==> config.mk <==
export PLATFORM = sky130hd
export DESIGN_NAME = imem_stream_loader
export DESIGN_NICKNAME = d
export VERILOG_FILES = /design/src/rtl/imem_pkg.sv /design/src/rtl/imem_ram.sv /design/src/rtl/imem_stream_loader.sv
export SDC_FILE = /design/constraint.sdc
export NUM_CORES = 1
export LEC_CHECK = 0
export CORE_AREA = 2 2 192 194
export CTS_BUF_LIST = sky130_fd_sc_hd__clkbuf_16
export CTS_CLUSTER_DIAMETER = 100
export CTS_CLUSTER_SIZE = 10
export DETAILED_ROUTE_END_ITERATION = 10
export DIE_AREA = 0 0 194 196
export PLACE_DENSITY = 0.78
export SETUP_SLACK_MARGIN = 0.02
export SLEW_MARGIN = 20
export SYNTH_ARGS = -nofsm -noshare
export SYNTH_HDL_FRONTEND = slang
export SYNTH_SLANG_ARGS = --single-unit
==> constraint.sdc <==
create_clock -name clk -period 3.35 [get_ports clk]
set_input_delay 0.67 -clock clk [delete_from_list [all_inputs] [get_ports clk]]
set_output_delay 0.67 -clock clk [all_outputs]
set_load 0.1 [all_outputs]
==> src/rtl/imem_pkg.sv <==
// Shared types and helpers for the streamed instruction memory.
package imem_pkg;

    // Loader states: empty, filling from the stream, filled and fetchable.
    typedef enum logic [1:0] {
        ST_IDLE  = 2'd0,
        ST_LOAD  = 2'd1,
        ST_READY = 2'd2
    } imem_state_e;

    // Reasons a fetch is rejected, in priority order (state first).
    localparam logic [1:0] ERR_CAUSE_NONE  = 2'd0;
    localparam logic [1:0] ERR_CAUSE_STATE = 2'd1;
    localparam logic [1:0] ERR_CAUSE_ALIGN = 2'd2;
    localparam logic [1:0] ERR_CAUSE_RANGE = 2'd3;

    // Number of byte-address bits that select a byte inside one word.
    function automatic int unsigned byte_shift(input int unsigned data_w);
        return $clog2(data_w / 32'd8);
    endfunction

endpackage

==> src/rtl/imem_ram.sv <==
// DEPTH x DATA_W storage: one write port, one registered read port.
// The read register only updates on a read so the last word is held.
module imem_ram #(
    parameter int DATA_W = 32,
    parameter int DEPTH  = 16,
    parameter int AW     = $clog2(DEPTH)
) (
    input  logic              clk,
    input  logic              reset,
    input  logic              we,
    input  logic [AW-1:0]     waddr,
    input  logic [DATA_W-1:0] wdata,
    input  logic              re,
    input  logic [AW-1:0]     raddr,
    output logic [DATA_W-1:0] rdata
);

    logic [DATA_W-1:0] mem_q [DEPTH];
    logic [DATA_W-1:0] rdata_q;
    logic [DATA_W-1:0] rdata_d;

    // Array write; contents deliberately survive reset.
    always_ff @(posedge clk) begin
        if (we) begin
            mem_q[waddr] <= wdata;
        end
    end

    // Next read data: new word on a read, otherwise hold.
    always_comb begin
        rdata_d = rdata_q;
        if (re) begin
            rdata_d = mem_q[raddr];
        end else begin
            rdata_d = rdata_q;
        end
    end

    // Read data register.
    always_ff @(posedge clk or posedge reset) begin
        if (reset) begin
            rdata_q <= {DATA_W{1'b0}};
        end else begin
            rdata_q <= rdata_d;
        end
    end

    assign rdata = rdata_q;

endmodule

==> src/rtl/imem_stream_loader.sv <==
// Instruction memory filled from a valid/ready word stream, then serving
// registered, alignment- and range-checked fetches by byte address.
module imem_stream_loader
    import imem_pkg::*;
#(
    parameter int DATA_W = 32,
    parameter int DEPTH  = 16,
    parameter int ADDR_W = 32
) (
    input  logic                         clk,
    input  logic                         reset,
    input  logic                         load_start,
    input  logic                         load_valid,
    input  logic [DATA_W-1:0]            load_data,
    input  logic                         load_last,
    output logic                         load_ready,
    output logic                         load_done,
    output logic                         load_overflow,
    output logic [$clog2(DEPTH+1)-1:0]   loaded_words,
    input  logic                         fetch_en,
    input  logic [ADDR_W-1:0]            fetch_addr,
    output logic                         fetch_valid,
    output logic [DATA_W-1:0]            fetch_data,
    output logic                         fetch_err
);

    localparam int CNT_W  = $clog2(DEPTH + 1);
    localparam int RAM_AW = $clog2(DEPTH);
    localparam int SHIFT  = byte_shift(DATA_W);
    localparam logic [ADDR_W-1:0] ALIGN_MASK = ADDR_W'((64'd1 << SHIFT) - 64'd1);
    localparam logic [CNT_W-1:0]  DEPTH_C    = CNT_W'(DEPTH);

    imem_state_e       state_q;
    imem_state_e       state_d;
    logic [CNT_W-1:0]  count_q;
    logic [CNT_W-1:0]  count_d;
    logic              overflow_q;
    logic              overflow_d;
    logic              done_q;
    logic              done_d;
    logic              fetch_valid_q;
    logic              fetch_valid_d;
    logic              fetch_err_q;
    logic              fetch_err_d;

    logic              load_ready_s;
    logic              accept_s;
    logic              store_s;
    logic [ADDR_W-1:0] index_s;
    logic [1:0]        err_cause_s;
    logic              err_s;
    logic              ram_re_s;
    logic [DATA_W-1:0] ram_rdata_s;

    // FSM state register.
    always_ff @(posedge clk or posedge reset) begin
        if (reset) begin
            state_q <= ST_IDLE;
        end else begin
            state_q <= state_d;
        end
    end

    // FSM next state: load_start always (re)opens a session.
    always_comb begin
        state_d = state_q;
        case (state_q)
            ST_IDLE: begin
                if (load_start) begin
                    state_d = ST_LOAD;
                end else begin
                    state_d = ST_IDLE;
                end
            end
            ST_LOAD: begin
                if (load_start) begin
                    state_d = ST_LOAD;
                end else if (load_valid && load_last) begin
                    state_d = ST_READY;
                end else begin
                    state_d = ST_LOAD;
                end
            end
            ST_READY: begin
                if (load_start) begin
                    state_d = ST_LOAD;
                end else begin
                    state_d = ST_READY;
                end
            end
            default: begin
                state_d = ST_IDLE;
            end
        endcase
    end

    // FSM outputs: ready is a pure decode of the state.
    always_comb begin
        load_ready_s = 1'b0;
        case (state_q)
            ST_LOAD:  load_ready_s = 1'b1;
            ST_IDLE:  load_ready_s = 1'b0;
            ST_READY: load_ready_s = 1'b0;
            default:  load_ready_s = 1'b0;
        endcase
    end

    // A word coinciding with load_start belongs to no session and is ignored.
    assign accept_s = load_ready_s & load_valid & ~load_start;
    assign store_s  = accept_s & (count_q < DEPTH_C);

    // Session bookkeeping: word count, sticky overflow, done flag.
    always_comb begin
        count_d    = count_q;
        overflow_d = overflow_q;
        done_d     = done_q;
        if (load_start) begin
            count_d    = {CNT_W{1'b0}};
            overflow_d = 1'b0;
            done_d     = 1'b0;
        end else if (accept_s) begin
            if (store_s) begin
                count_d = count_q + CNT_W'(1);
            end else begin
                overflow_d = 1'b1;
            end
            if (load_last) begin
                done_d = 1'b1;
            end else begin
                done_d = done_q;
            end
        end else begin
            count_d    = count_q;
            overflow_d = overflow_q;
            done_d     = done_q;
        end
    end

    // Session bookkeeping registers.
    always_ff @(posedge clk or posedge reset) begin
        if (reset) begin
            count_q    <= {CNT_W{1'b0}};
            overflow_q <= 1'b0;
            done_q     <= 1'b0;
        end else begin
            count_q    <= count_d;
            overflow_q <= overflow_d;
            done_q     <= done_d;
        end
    end

    // Fetch checks; the range compare uses the whole index, so large
    // addresses whose upper bits are set are rejected rather than aliased.
    always_comb begin
        index_s     = fetch_addr >> SHIFT;
        err_cause_s = ERR_CAUSE_NONE;
        if (state_q != ST_READY) begin
            err_cause_s = ERR_CAUSE_STATE;
        end else if ((fetch_addr & ALIGN_MASK) != {ADDR_W{1'b0}}) begin
            err_cause_s = ERR_CAUSE_ALIGN;
        end else if (index_s >= ADDR_W'(count_q)) begin
            err_cause_s = ERR_CAUSE_RANGE;
        end else begin
            err_cause_s = ERR_CAUSE_NONE;
        end
    end

    assign err_s    = (err_cause_s != ERR_CAUSE_NONE);
    assign ram_re_s = fetch_en & ~err_s;

    // Fetch response next values; error flag holds while no request.
    always_comb begin
        fetch_valid_d = fetch_en;
        fetch_err_d   = fetch_err_q;
        if (fetch_en) begin
            fetch_err_d = err_s;
        end else begin
            fetch_err_d = fetch_err_q;
        end
    end

    // Fetch response registers.
    always_ff @(posedge clk or posedge reset) begin
        if (reset) begin
            fetch_valid_q <= 1'b0;
            fetch_err_q   <= 1'b0;
        end else begin
            fetch_valid_q <= fetch_valid_d;
            fetch_err_q   <= fetch_err_d;
        end
    end

    imem_ram #(
        .DATA_W (DATA_W),
        .DEPTH  (DEPTH),
        .AW     (RAM_AW)
    ) u_ram (
        .clk   (clk),
        .reset (reset),
        .we    (store_s),
        .waddr (count_q[RAM_AW-1:0]),
        .wdata (load_data),
        .re    (ram_re_s),
        .raddr (index_s[RAM_AW-1:0]),
        .rdata (ram_rdata_s)
    );

    assign load_ready    = load_ready_s;
    assign load_done     = done_q;
    assign load_overflow = overflow_q;
    assign loaded_words  = count_q;
    assign fetch_valid   = fetch_valid_q;
    assign fetch_err     = fetch_err_q;
    // A rejected fetch leaves the RAM read register untouched, so the zero
    // data on error comes from this mask.
    assign fetch_data    = fetch_err_q ? {DATA_W{1'b0}} : ram_rdata_s;

endmodule

==> results by stage, run 1 <==
Finish:
- The fraction of final layout cells sized beyond drive strength 1 is 0.276.
- The share of the core filled with cells in the final layout is 0.696.
- The library cell used most frequently in the layout, excluding fill and tap cells, is sky130_fd_sc_hd__edfxtp_1.
- In the final design database the tool counted 1,218 nets.
- 0 antenna diodes ended up in the layout.
- Relative to the synthesized area, the layout overhead comes to 17.4%.
- In the layout the commonest cells are 512 x sky130_fd_sc_hd__edfxtp_1, 128 x sky130_fd_sc_hd__mux4_2, 67 x sky130_fd_sc_hd__clkdlybuf4s50_1.

Die:
- In this run the horizontal extent of the chip is 194 um.
- In this run the count of I/O pins placed on the die edge is 112.
- The vertical die dimension is 196 um.
- The initial core utilization is 0.593.
- The number of placement rows is 70.
- The die covers 0.0380 mm^2.
- The floorplan step defined a core boundary enclosing 0.0361 mm^2.

STA:
- Timing would allow up to 0.401 GHz.
- Setup repair after global routing left no endpoint under its margin.
- In this run the tightest slew margin relative to its limit is 0.247.
- The setup clock skew after layout is 0.0173 ns.
- The ratio of final minimum period to clock period is 0.744.
- At the pin with the least slew margin, the transition time is 1.13 ns.
- The number of max-slew violations in the final report is 0.
- Summed over all failing endpoints, the final setup total negative slack is 0 ns.
- The final count of hold timing violations is 0.
- The routed design could run at a clock period as short as 2.49 ns.
- The setup violation total in the final timing report is 0.

Placed design:
- The half-perimeter wire length of the detailed placement result is 25,200 um.
- The number of I/O port buffers is 111.
- The congestion estimate from routability-driven global placement came to 0.727.

Synthesis:
- The share of the Yosys chip area taken by registers is 0.769.
- The number of nets produced by synthesis is 1,057.
- In this run, distinct cell masters in the synthesized netlist total 33.
- The number of storage elements in the synthesis netlist is 555.
- The mapped netlist covers 0.0214 mm^2.
- Counting every instance in the synthesized netlist gives 978.
- The mean instance size in the synthesized netlist is 21.9 um^2.
- The count of yosys warnings during synthesis is 0.

Clock tree:
- The number of hold buffers added after cts is 0.
- After clock tree synthesis, the setup repair step added 0 buffers.
- TritonCTS built the clock tree.
- The H-tree generated during clock tree synthesis spans 2 levels.
- The later pin in the worst-skew pair is clocked with a latency of 0.58 ns.
- The clock-pin slew on the worst setup and hold paths is 0.06 ns.
- The maximum root-to-sink buffer count is 3.
- The total number of clock tree sinks is 555.
- The master cell of the clock root buffer is sky130_fd_sc_hd__clkbuf_16.
- TritonCTS created 61 clock buffers.
- The count of cells resized by post-cts repair is 0.

Setup path:
- STA puts the critical path data arrival time at 1.82 ns.
- The category of the worst setup path launch point is a register.
- The critical path is of the register to primary output type.
- The most used cell along the critical path is sky130_fd_sc_hd__buf_4.
- The endpoint identified for the worst register-to-register timing path is u_ram.rdata[13]$_DFFE_PP0P_.
- The largest single stage delay on the critical path is 0.37 ns.
- The critical path's slowest cell is sky130_fd_sc_hd__dfrtp_1.
- The logic depth of the worst register-to-register path is 8.
- Traced cell by cell, the critical path runs through buf_4 -> nor2b_1 -> buf_4.
- The worst setup slack for register-to-register paths is 1.05 ns.
- STA puts the critical path data required time at 2.68 ns.
- The start of the worst register-to-register path is loaded_words[3]$_DFFE_PP0P_.
- In this run the worst path has a maximum fanout of 15.
- STA classifies the critical path endpoint as a primary output.

Worst hold path:
- The class of the most critical hold timing path is input port to async pin.

Route:
- The routed wire length is 46,500 um.
- The overall via count from detail_route is 10.5k.
- In this run, the number of DRC markers left after iteration 0 of detailed routing was 1,176.
- The post-detailed-route count of antenna-violating nets is 0.
- The count of unresolved DRC violations after routing is 0.
- The average routed wire per standard cell is 28.0 um.
- The via count normalized by instance count is 6.35.
- The first-pass detailed-route iteration total is 5.

Power:
- The total power per unit cell area is 565 mW/mm^2.
- The static leakage is 8.64 nW.
- IR analysis of the VDD net gives a maximum drop of 0.000423 V.

Status:
- The run finished with clean final reports.

GRT:
- Entering global routing, the biggest net connects 46 pins.
- The initial antenna violation count is 0.
- The via count of the first global-routing pass is 11.2k.
- The global router's overall resource usage is 0.251.
- The remaining global-route overflow is 0.
- The first global-routing pass estimated 70,300 um of wire.

Job:
- Max-cap violations in this run came to 0.
-- synthesized netlist by cell type --
| library cell | number | area, um^2 |
|---|---|---|
| sky130_fd_sc_hd__a21oi_1 | 5 | 25.0 |
| sky130_fd_sc_hd__a22oi_1 | 64 | 480 |
| sky130_fd_sc_hd__a31oi_1 | 1 | 6.26 |
| sky130_fd_sc_hd__and2_1 | 9 | 56.3 |
| sky130_fd_sc_hd__and3_1 | 8 | 50.1 |
| sky130_fd_sc_hd__buf_1 | 4 | 15.0 |
| sky130_fd_sc_hd__buf_2 | 13 | 65.1 |
| sky130_fd_sc_hd__buf_6 | 3 | 33.8 |
| sky130_fd_sc_hd__clkbuf_1 | 30 | 113 |
| sky130_fd_sc_hd__dfrtp_1 | 43 | 1080 |
| sky130_fd_sc_hd__edfxtp_1 | 512 | 15400 |
| sky130_fd_sc_hd__ha_1 | 9 | 113 |
| sky130_fd_sc_hd__inv_1 | 9 | 33.8 |
| sky130_fd_sc_hd__mux2_2 | 3 | 33.8 |
| sky130_fd_sc_hd__mux2_4 | 29 | 435 |
| sky130_fd_sc_hd__mux4_2 | 128 | 2880 |
| sky130_fd_sc_hd__nand2_1 | 38 | 143 |
| sky130_fd_sc_hd__nand2b_1 | 1 | 6.26 |
| sky130_fd_sc_hd__nand3_1 | 3 | 15.0 |
| sky130_fd_sc_hd__nand3b_1 | 1 | 7.51 |
| sky130_fd_sc_hd__nand4_1 | 1 | 6.26 |
| sky130_fd_sc_hd__nand4bb_1 | 1 | 11.3 |
| sky130_fd_sc_hd__nor2_1 | 10 | 37.5 |
| sky130_fd_sc_hd__nor2b_1 | 35 | 219 |
| sky130_fd_sc_hd__nor3_1 | 2 | 10.0 |
| sky130_fd_sc_hd__nor4_1 | 6 | 37.5 |
| sky130_fd_sc_hd__nor4_4 | 1 | 21.3 |
| sky130_fd_sc_hd__nor4b_1 | 1 | 8.76 |
| sky130_fd_sc_hd__o2111ai_4 | 1 | 26.3 |
| sky130_fd_sc_hd__o21a_1 | 1 | 7.51 |
| sky130_fd_sc_hd__o31ai_1 | 2 | 15.0 |
| sky130_fd_sc_hd__or4_4 | 1 | 11.3 |
| sky130_fd_sc_hd__xnor2_1 | 3 | 26.3 |
-- report_power, final --
group | switching [mW] | total (mW) | internal [mW]
logic | 0.420 | 0.721 | 0.301
registers | 0.0191 | 7.64 | 7.62
clock network | 2.48 | 5.83 | 3.35
total | 2.92 | 14.2 | 11.3
-- worst max-delay path: cells and delay by family, from the launching register on --
| family | cells | cell delay [ns] |
|---|---|---|
| and+or+nand+nor | 1 | 0.28 |
| buffers and inverters | 2 | 0.57 |
| DFF | 1 | 0.37 |
-- metrics by stage --
| stage | cell area [um^2] | setup WS [ns] | hold WS (ns) | instances | total power, mW |
|---|---|---|---|---|---|
| after floorplan | 21400 | 0.238 | 0.456 | 978 | 8.18 |
| after global placement | 23300 | 0.301 | 0.474 | 1544 | 8.47 |
| after detailed placement | 23300 | 0.295 | 0.485 | 1544 | 8.50 |
| after CTS | 25100 | 0.806 | 0.429 | 1660 | 14.3 |
| after global routing | 25100 | 0.803 | 0.478 | 1660 | 14.6 |
| final | 25100 | 0.857 | 0.454 | 1660 | 14.2 |
-- routing by layer --
metal	up-vias	routed length (um)	track usage
met4	0	992	0.0763
met1	5523	18500	0.355
met2	552	23300	0.408
li1	4400	-	-
met5	-	0	0
met3	68	3670	0.0466
-- flip-flops by register name, indices dropped and copies added, names as in the netlist --
name and cells:
state_q 2, u_ram.mem_q 512, fetch_err 1, load_done 1, u_ram.rdata 32, load_overflow 1, loaded_words 5, fetch_valid 1
-- how the worst max path moves through the flow --
stage	from	end	depth (start not counted)
after floorplan	fetch_err$_DFFE_PP0P_	fetch_data[10]	2
after global placement	fetch_en	u_ram.rdata[20]$_DFFE_PP0P_	7
after detailed placement	fetch_en	u_ram.rdata[14]$_DFFE_PP0P_	7
after CTS	fetch_err$_DFFE_PP0P_	fetch_data[20]	3
after global routing	fetch_err$_DFFE_PP0P_	fetch_data[20]	3
final	fetch_err$_DFFE_PP0P_	fetch_data[20]	3
-- cell families (layout without fill, tap and decap cells) --
group / after synthesis / count (layout) / synth area share
adder cells (fa/ha/maj): 9 / 9 / 0.00526
XOR/XNOR: 3 / 3 / 0.00123
multiplexers: 160 / 160 / 0.157
AO/OA/AOI/OAI: 74 / 74 / 0.0262
flip-flops: 555 / 555 / 0.769
AND/OR/NAND/NOR: 118 / 118 / 0.0299
buffers and inverters: 59 / 273 / 0.0122
-- layout make-up --
type	count	area [um^2]
sequential	555	16500
multi-input combinational	364	4730
clock inverter	53	208
fill	2166	11000
tap	468	586
clock buffer	63	1580
inverter	9	33.8
timing repair buffer	148	1540
(Power assumes the default switching activity.)
==> run 2, diff against run 1 <==
- clock period: 3.35 -> 2.58 ns (I/O delays scaled with it)
==> results by stage, run 2 (synthesis gave the netlist of run 1 again) <==
STA:
- The clock period minus final worst setup slack is 2.47 ns.
- The measured slew at the worst slew-check pin is 1.10 ns.
- The number of max-slew violations in the final report is 0.
- The max-slew headroom at the worst pin is 0.262.
- In the finished design, the share of the clock period the worst path needs comes to 0.959.
- The final count of hold timing violations came to 0.
- Setup violations remaining at the end of the flow were counted as 0.
- Setup repair after global routing left no endpoint under its margin.
- On the final layout, the worst clock skew is 0.0132 ns.
- The setup TNS after final layout is 0 ns.
- Static timing analysis puts the maximum clock frequency at 0.404 GHz.
- Final hold analysis gives a worst-case slack of 0.336 ns.

Clock tree:
- After clock tree synthesis, the setup repair step added 0 buffers.
- The number of buffers created by CTS is 61.
- The later pin in the worst-skew pair is clocked with a latency of 0.60 ns.
- The maximum root-to-sink buffer count is 3.
- The number of hold buffers added after cts is 0.
- TritonCTS built the clock tree.
- The clock-pin slew on the worst setup and hold paths is 0.06 ns.
- The total number of clock tree sinks is 555.
- The tree is rooted in a sky130_fd_sc_hd__clkbuf_16.
- The number of levels in the clock H-tree is 2.

Power:
- The internal cell power is 14.5 mW.
- The sequential share of power is 0.539.
- The analysis attributes to net switching a power of 3.87 mW.
- Of the total power, the clock network draws 0.408.
- Across the VDD grid, the largest voltage drop is 0.000672 V.
- The switching share of power is 0.210.
- The share of total power dissipated in combinational logic is 0.054.
- The static leakage is 8.88 nW.
- For this design the ratio of total power to cell area is 712 mW/mm^2.

GRT:
- In the global route stage, met3 resource usage came out at 0.0552.
- After global routing the overflow that remains totals 0.
- The first-pass GRT wire length is 73,100 um.
- The initial antenna violation count is 1.
- For met2 alone, demand over resource in global routing was 0.432.
- After global routing, the most crowded layer is met2.
- The global router's overall resource usage is 0.263.
- Entering global routing, the biggest net connects 37 pins.
- The via count of the first global-routing pass is 11.5k.
- The met1 capacity usage during global routing is 0.359.

Route:
- After the first detailed-routing iteration, the DRC count stood at 1,235.
- Detailed routing inserted a total of 10.9k vias.
- The routed wire length is 48,900 um.
- The pre-antenna-repair detailed-routing pass consisted of 5 iterations.
- After detailed routing, the number of remaining DRC violations is 0.
- The via count normalized by instance count is 6.45.
- The post-detailed-route count of antenna-violating nets is 0.
- In the final routed layout, each cell accounts on average for 29.0 um.

Die:
- The die is 194 um wide.
- The number of placement rows is 70.
- The vertical die dimension is 196 um.
- The total area inside the core boundary comes to 0.0361 mm^2.
- The boundary pin count is 112.
- The area enclosed by the die boundary is 0.0380 mm^2.
- For this configuration, the core starts out at a cell density of 0.593.

Finish:
- The number of flip-flops under the largest register name is 512.
- The non-filler instance count after layout is 1,684.
- The final net count is 1,245.
- Once layout is done, the placed cells without fillers occupy 0.0259 mm^2.
- The register with the most flip-flops is u_ram.mem_q.
- Compared with the post-synthesis result, the final layout area differs by 21.0%.
- Once layout is complete, the utilization of the core stands at 0.717.
- The library cell used most frequently in the layout, excluding fill and tap cells, is sky130_fd_sc_hd__edfxtp_1.
- The layout has 2,078 filler cells.
- Of the cells placed in the final design, the portion with a size suffix greater than 1 is 0.295.
- In the layout the commonest cells are 512 x sky130_fd_sc_hd__edfxtp_1, 128 x sky130_fd_sc_hd__mux4_2, 67 x sky130_fd_sc_hd__clkdlybuf4s50_1, 67 x sky130_fd_sc_hd__buf_12, 64 x sky130_fd_sc_hd__a22oi_1.

Setup path:
- STA classifies the critical path endpoint as a primary output.
- The critical path class is register to primary output.
- For this run, the slowest stage of the critical path takes 0.55 ns.
- The category of the worst setup path launch point is a register.
- The critical path goes through buf_4 -> nor2b_1 -> buf_12.
- The critical path's slowest cell is sky130_fd_sc_hd__dfrtp_2.
- For the worst flop-to-flop path, the logic depth is 8.
- STA puts the critical path data arrival time at 1.96 ns.
- The worst endpoint required time is 2.06 ns.
- In this run the worst path has a maximum fanout of 19.
- The worst register-to-register path ends at u_ram.rdata[10]$_DFFE_PP0P_.
- The start of the worst register-to-register path is loaded_words[3]$_DFFE_PP0P_.
- Setup slack on the worst reg-to-reg path comes out at 0.24 ns.

Worst hold path:
- The class of the most critical hold timing path is input port to async pin.

Placed design:
- Buffers placed on the I/O ports in this run total 111.
- The half-perimeter wire length of the detailed placement result is 27,000 um.
- The placer congestion estimate is 0.777.
- After detailed placement, the total cell area comes to 0.0241 mm^2.
- The cell count after placement is 1,570.

Job:
- The tool flagged a number of max-cap violations equal to 0.

Status:
- The flow ran to the end, and the final reports show no timing, DRC or antenna violations.
## run 2: changes by cell type in the layout (fill, tap and decap cells not counted), sizes merged
cell | previous run | this run
inv | 61 | 59
buf | 80 | 107
clkbuf | 64 | 62
diode | 0 | 1
## run 2: layout make-up
cell class	count	area, um^2	area share
clock buffer	61	1530	0.0590
antenna	1	2.50	0.0000967
clock inverter	51	211	0.00817
multi-input combinational	364	4750	0.183
inverter	9	33.8	0.00130
tap	468	586	0.0226
sequential	555	16500	0.636
timing repair buffer	175	2330	0.0899
## run 2: stage by stage
stage	total power [mW]	setup WS, ns
after floorplan	10.6	-0.378
after global placement	11.0	-0.165
after detailed placement	11.1	-0.219
after CTS	18.5	0.0631
after global routing	18.9	0.0691
final	18.4	0.106
## run 2: critical path: cells and delay by family (launching register included)
| family | cells | cell delay (ns) |
|---|---|---|
| AND/OR/NAND/NOR | 1 | 0.29 |
| buffers and inverters | 2 | 0.52 |
| flip-flops | 1 | 0.55 |
## run 2: power by group through the flow
stage / logic [mW] / clock network (mW) / registers, mW
floorplan: 0.482 / 0 / 10.1
global placement: 0.948 / 0 / 10.1
detailed placement: 0.970 / 0 / 10.1
CTS: 0.985 / 7.61 / 9.92
global route: 1.05 / 7.96 / 9.93
finish: 0.988 / 7.51 / 9.92
## run 2: worst max-delay path by stage
| stage | start | end | slack [ns] | cells past startpoint |
|---|---|---|---|---|
| 2_1_floorplan | fetch_err$_DFFE_PP0P_ | fetch_data[10] | -0.38 | 2 |
| 3_3_place_gp | fetch_addr[5] | u_ram.rdata[8]$_DFFE_PP0P_ | -0.16 | 6 |
| 3_5_place_dp | fetch_addr[4] | u_ram.rdata[8]$_DFFE_PP0P_ | -0.22 | 6 |
| 4_1_cts | fetch_err$_DFFE_PP0P_ | fetch_data[1] | 0.06 | 3 |
| 5_1_grt | fetch_err$_DFFE_PP0P_ | fetch_data[1] | 0.07 | 3 |
| 6_report | fetch_err$_DFFE_PP0P_ | fetch_data[1] | 0.11 | 3 |
## run 2: what timing repair did
action                                  CTS  global route
gates resized for setup                   1             0
endpoints found under the setup margin   19             0
endpoints found under the hold margin     0             0
## run 2: routing by layer
layer	part of all wire	vias to the layer above
li1	-	4448
met1	0.39	5679
met3	0.087	103
met5	0	-
met2	0.50	639
met4	0.025	0
==> run 3, diff against run 2 <==
- CORE_AREA: 2 2 192 194 -> 2 2 210 212
- DIE_AREA: 0 0 194 196 -> 0 0 212 214
- PLACE_DENSITY: 0.78 -> 0.67
==> results by stage, run 3 (synthesis gave the netlist of run 1 again) <==
Route:
- The first-iteration detailed-routing DRC count is 1,229.
- The first-pass detailed-route iteration total is 7.
- Using the TritonRoute via totals, the vias-per-cell ratio works out to 5.87.
- In this run the remaining antenna-violating nets after routing total 0.
- The average routed wire per standard cell is 26.6 um.
- The count of unresolved DRC violations after routing is 0.
- The routed wire length is 48,100 um.
- The overall via count from detail_route is 10.6k.

Setup path:
- The most critical setup path has its startpoint at fetch_err$_DFFE_PP0P_.
- The critical path is of the register to primary output type.
- Counting cells, the worst reg-to-reg path comes to 8.
- In this run the critical register-to-register path is captured at u_ram.rdata[4]$_DFFE_PP0P_.
- The critical path goes through buf_4 -> nor2b_1 -> buf_12.
- The worst setup path is launched from a register.
- For this design, the slowest cell found on the critical path is sky130_fd_sc_hd__nor2b_1.
- In this run the worst path has a maximum fanout of 18.
- The start of the worst register-to-register path is loaded_words[3]$_DFFE_PP0P_.
- The setup check on the worst reg-to-reg path leaves a slack of 0.37 ns.
- The delay of the slowest cell on the worst path is 0.39 ns.
- The worst endpoint required time is 2.06 ns.
- For the worst setup path, the data arrival time is 1.85 ns.
- The worst setup path is captured at a primary output.

Placed design:
- The number of I/O port buffers is 111.
- The placed instance area is 0.0244 mm^2.
- The half-perimeter wire length of the detailed placement result is 28,600 um.
- The placer congestion estimate is 0.724.

Die:
- The standard cell core area is 0.0429 mm^2.
- From bottom edge to top edge, the die measures 214 um.
- The boundary pin count is 112.
- Measured along the x axis, the die boundary spans 212 um.
- The die covers 0.0454 mm^2.
- The floorplan has 76 rows.
- For this configuration, the core starts out at a cell density of 0.499.

Finish:
- In the final layout, flip-flops and latches occupy 0.0165 mm^2.
- More flip-flops sit in one register than any other, and that register is u_ram.mem_q.
- The total non-filler cell area in the finished layout is 0.0262 mm^2.
- The register with the most flip-flops in the layout has 512 of them.
- 0 antenna diodes ended up in the layout.
- After the last flow step, the layout net total stands at 1,255.
- Compared with the post-synthesis result, the final layout area differs by 22.4%.
- The area taken by multi-input logic gates is 0.00475 mm^2.
- The number of fill cells is 2,954.
- At the end of the flow the core is filled with cells to 0.611.
- The fraction of final layout cells sized beyond drive strength 1 is 0.303.
- The library cell used most frequently in the layout, excluding fill and tap cells, is sky130_fd_sc_hd__edfxtp_1.
- The top cell types in the final layout, fill and taps aside, are 512 x sky130_fd_sc_hd__edfxtp_1, 128 x sky130_fd_sc_hd__mux4_2, 73 x sky130_fd_sc_hd__buf_12.

Power:
- The analysis attributes to cell leakage a power of 8.94 nW.
- The total power per unit cell area is 703 mW/mm^2.
- IR analysis of the VDD net gives a maximum drop of 0.000466 V.

STA:
- Setup repair after global routing left no endpoint under its margin.
- Of the available clock period, the critical path in the final layout requires 0.916.
- After layout, the minimum clock period comes to 2.36 ns.
- Measured against its own limit, the worst slew margin works out to 0.251.
- The final count of hold timing violations is 0.
- The number of max-slew violations in the final report was 0.
- The setup clock skew after layout is 0.0126 ns.
- Setup violations remaining at the end of the flow were counted as 0.
- The measured slew at the worst slew-check pin is 1.12 ns.
- Across all hold checks on the routed design, the worst slack comes to 0.299 ns.
- The maximum clock frequency is 0.423 GHz.

Clock tree:
- The H-tree generated during clock tree synthesis spans 2 levels.
- At the later pin of the worst-skew pair, clock insertion delay measures 0.60 ns.
- Buffers added to address setup during post-CTS repair amount to 0.
- In this run, post-CTS hold repair placed 0 buffers.
- The clock drives 555 sinks.
- The master cell of the clock root buffer is sky130_fd_sc_hd__clkbuf_16.
- The TritonCTS clock tree is done.
- The count of cells resized by post-cts repair is 0.
- Clock-pin slew was measured on the worst setup and hold paths at 0.05 ns.
- The maximum root-to-sink buffer count is 3.
- Buffers inserted during clock tree synthesis total 61.

GRT:
- After global routing the overflow that remains totals 0.
- For met3 alone, demand over resource in global routing was 0.0397.
- The layer with the highest usage is met2.
- The initial antenna violation count is 0.
- In the global route stage, met2 resource usage came out at 0.345.
- The maximum number of pins on one net before global-route repair is 42.
- In the global route stage, overall resource usage came out at 0.217.
- The first-pass GRT wire length is 71,400 um.
- The met1 capacity usage during global routing is 0.317.
- The via count of the first global-routing pass is 10.9k.

Job:
- The tool flagged a number of max-cap violations equal to 0.

Status:
- The flow ran to the end, and the final reports show no timing, DRC or antenna violations.

Worst hold path:
- The class of the most critical hold timing path is input port to async pin.
-- run 3: per-layer routing --
metal  wire [um]  part of all wire
met5           0                 0
met4         801             0.017
met3        3090             0.064
met2       23700              0.49
met1       20600              0.43
-- run 3: critical path: cells and delay by family (launching register included) --
family	cells	cell delay (ns)
buffers and inverters	2	0.46
flip-flops	1	0.38
AND/OR/NAND/NOR	1	0.39
-- run 3: layout make-up --
class	count	area share
Clock buffer	63	0.0602
Clock inverter	46	0.00692
Inverter	9	0.00129
Multi-Input combinational cell	364	0.181
Sequential cell	555	0.628
Tap cell	585	0.0279
Timing Repair Buffer	185	0.0945
-- run 3: how the worst max path moves through the flow --
| stage | end | slack (ns) |
|---|---|---|
| after floorplan | fetch_data[10] | -0.38 |
| after global placement | u_ram.rdata[4]$_DFFE_PP0P_ | -0.11 |
| after detailed placement | u_ram.rdata[28]$_DFFE_PP0P_ | -0.15 |
| after CTS | fetch_data[17] | 0.22 |
| after global routing | fetch_data[16] | 0.13 |
| final | fetch_data[17] | 0.22 |
-- run 3: power breakdown --
part | total, mW | internal (mW) | switching, mW
sequential | 9.92 | 9.90 | 0.0206
clock | 7.54 | 4.33 | 3.21
combinational | 0.971 | 0.421 | 0.550
total | 18.4 | 14.6 | 3.78
-- run 3: stage by stage --
stage          cells  worst slack [ns]  power, mW  setup TNS (ns)
3_5_place_dp    1698            -0.152       11.1           -4.34
3_3_place_gp    1698            -0.113       11.1           -2.82
4_1_cts         1807             0.216       18.6               0
6_report        1807             0.217       18.4               0
5_1_grt         1807             0.130       19.0               0
2_1_floorplan    978            -0.378       10.6          -11.57
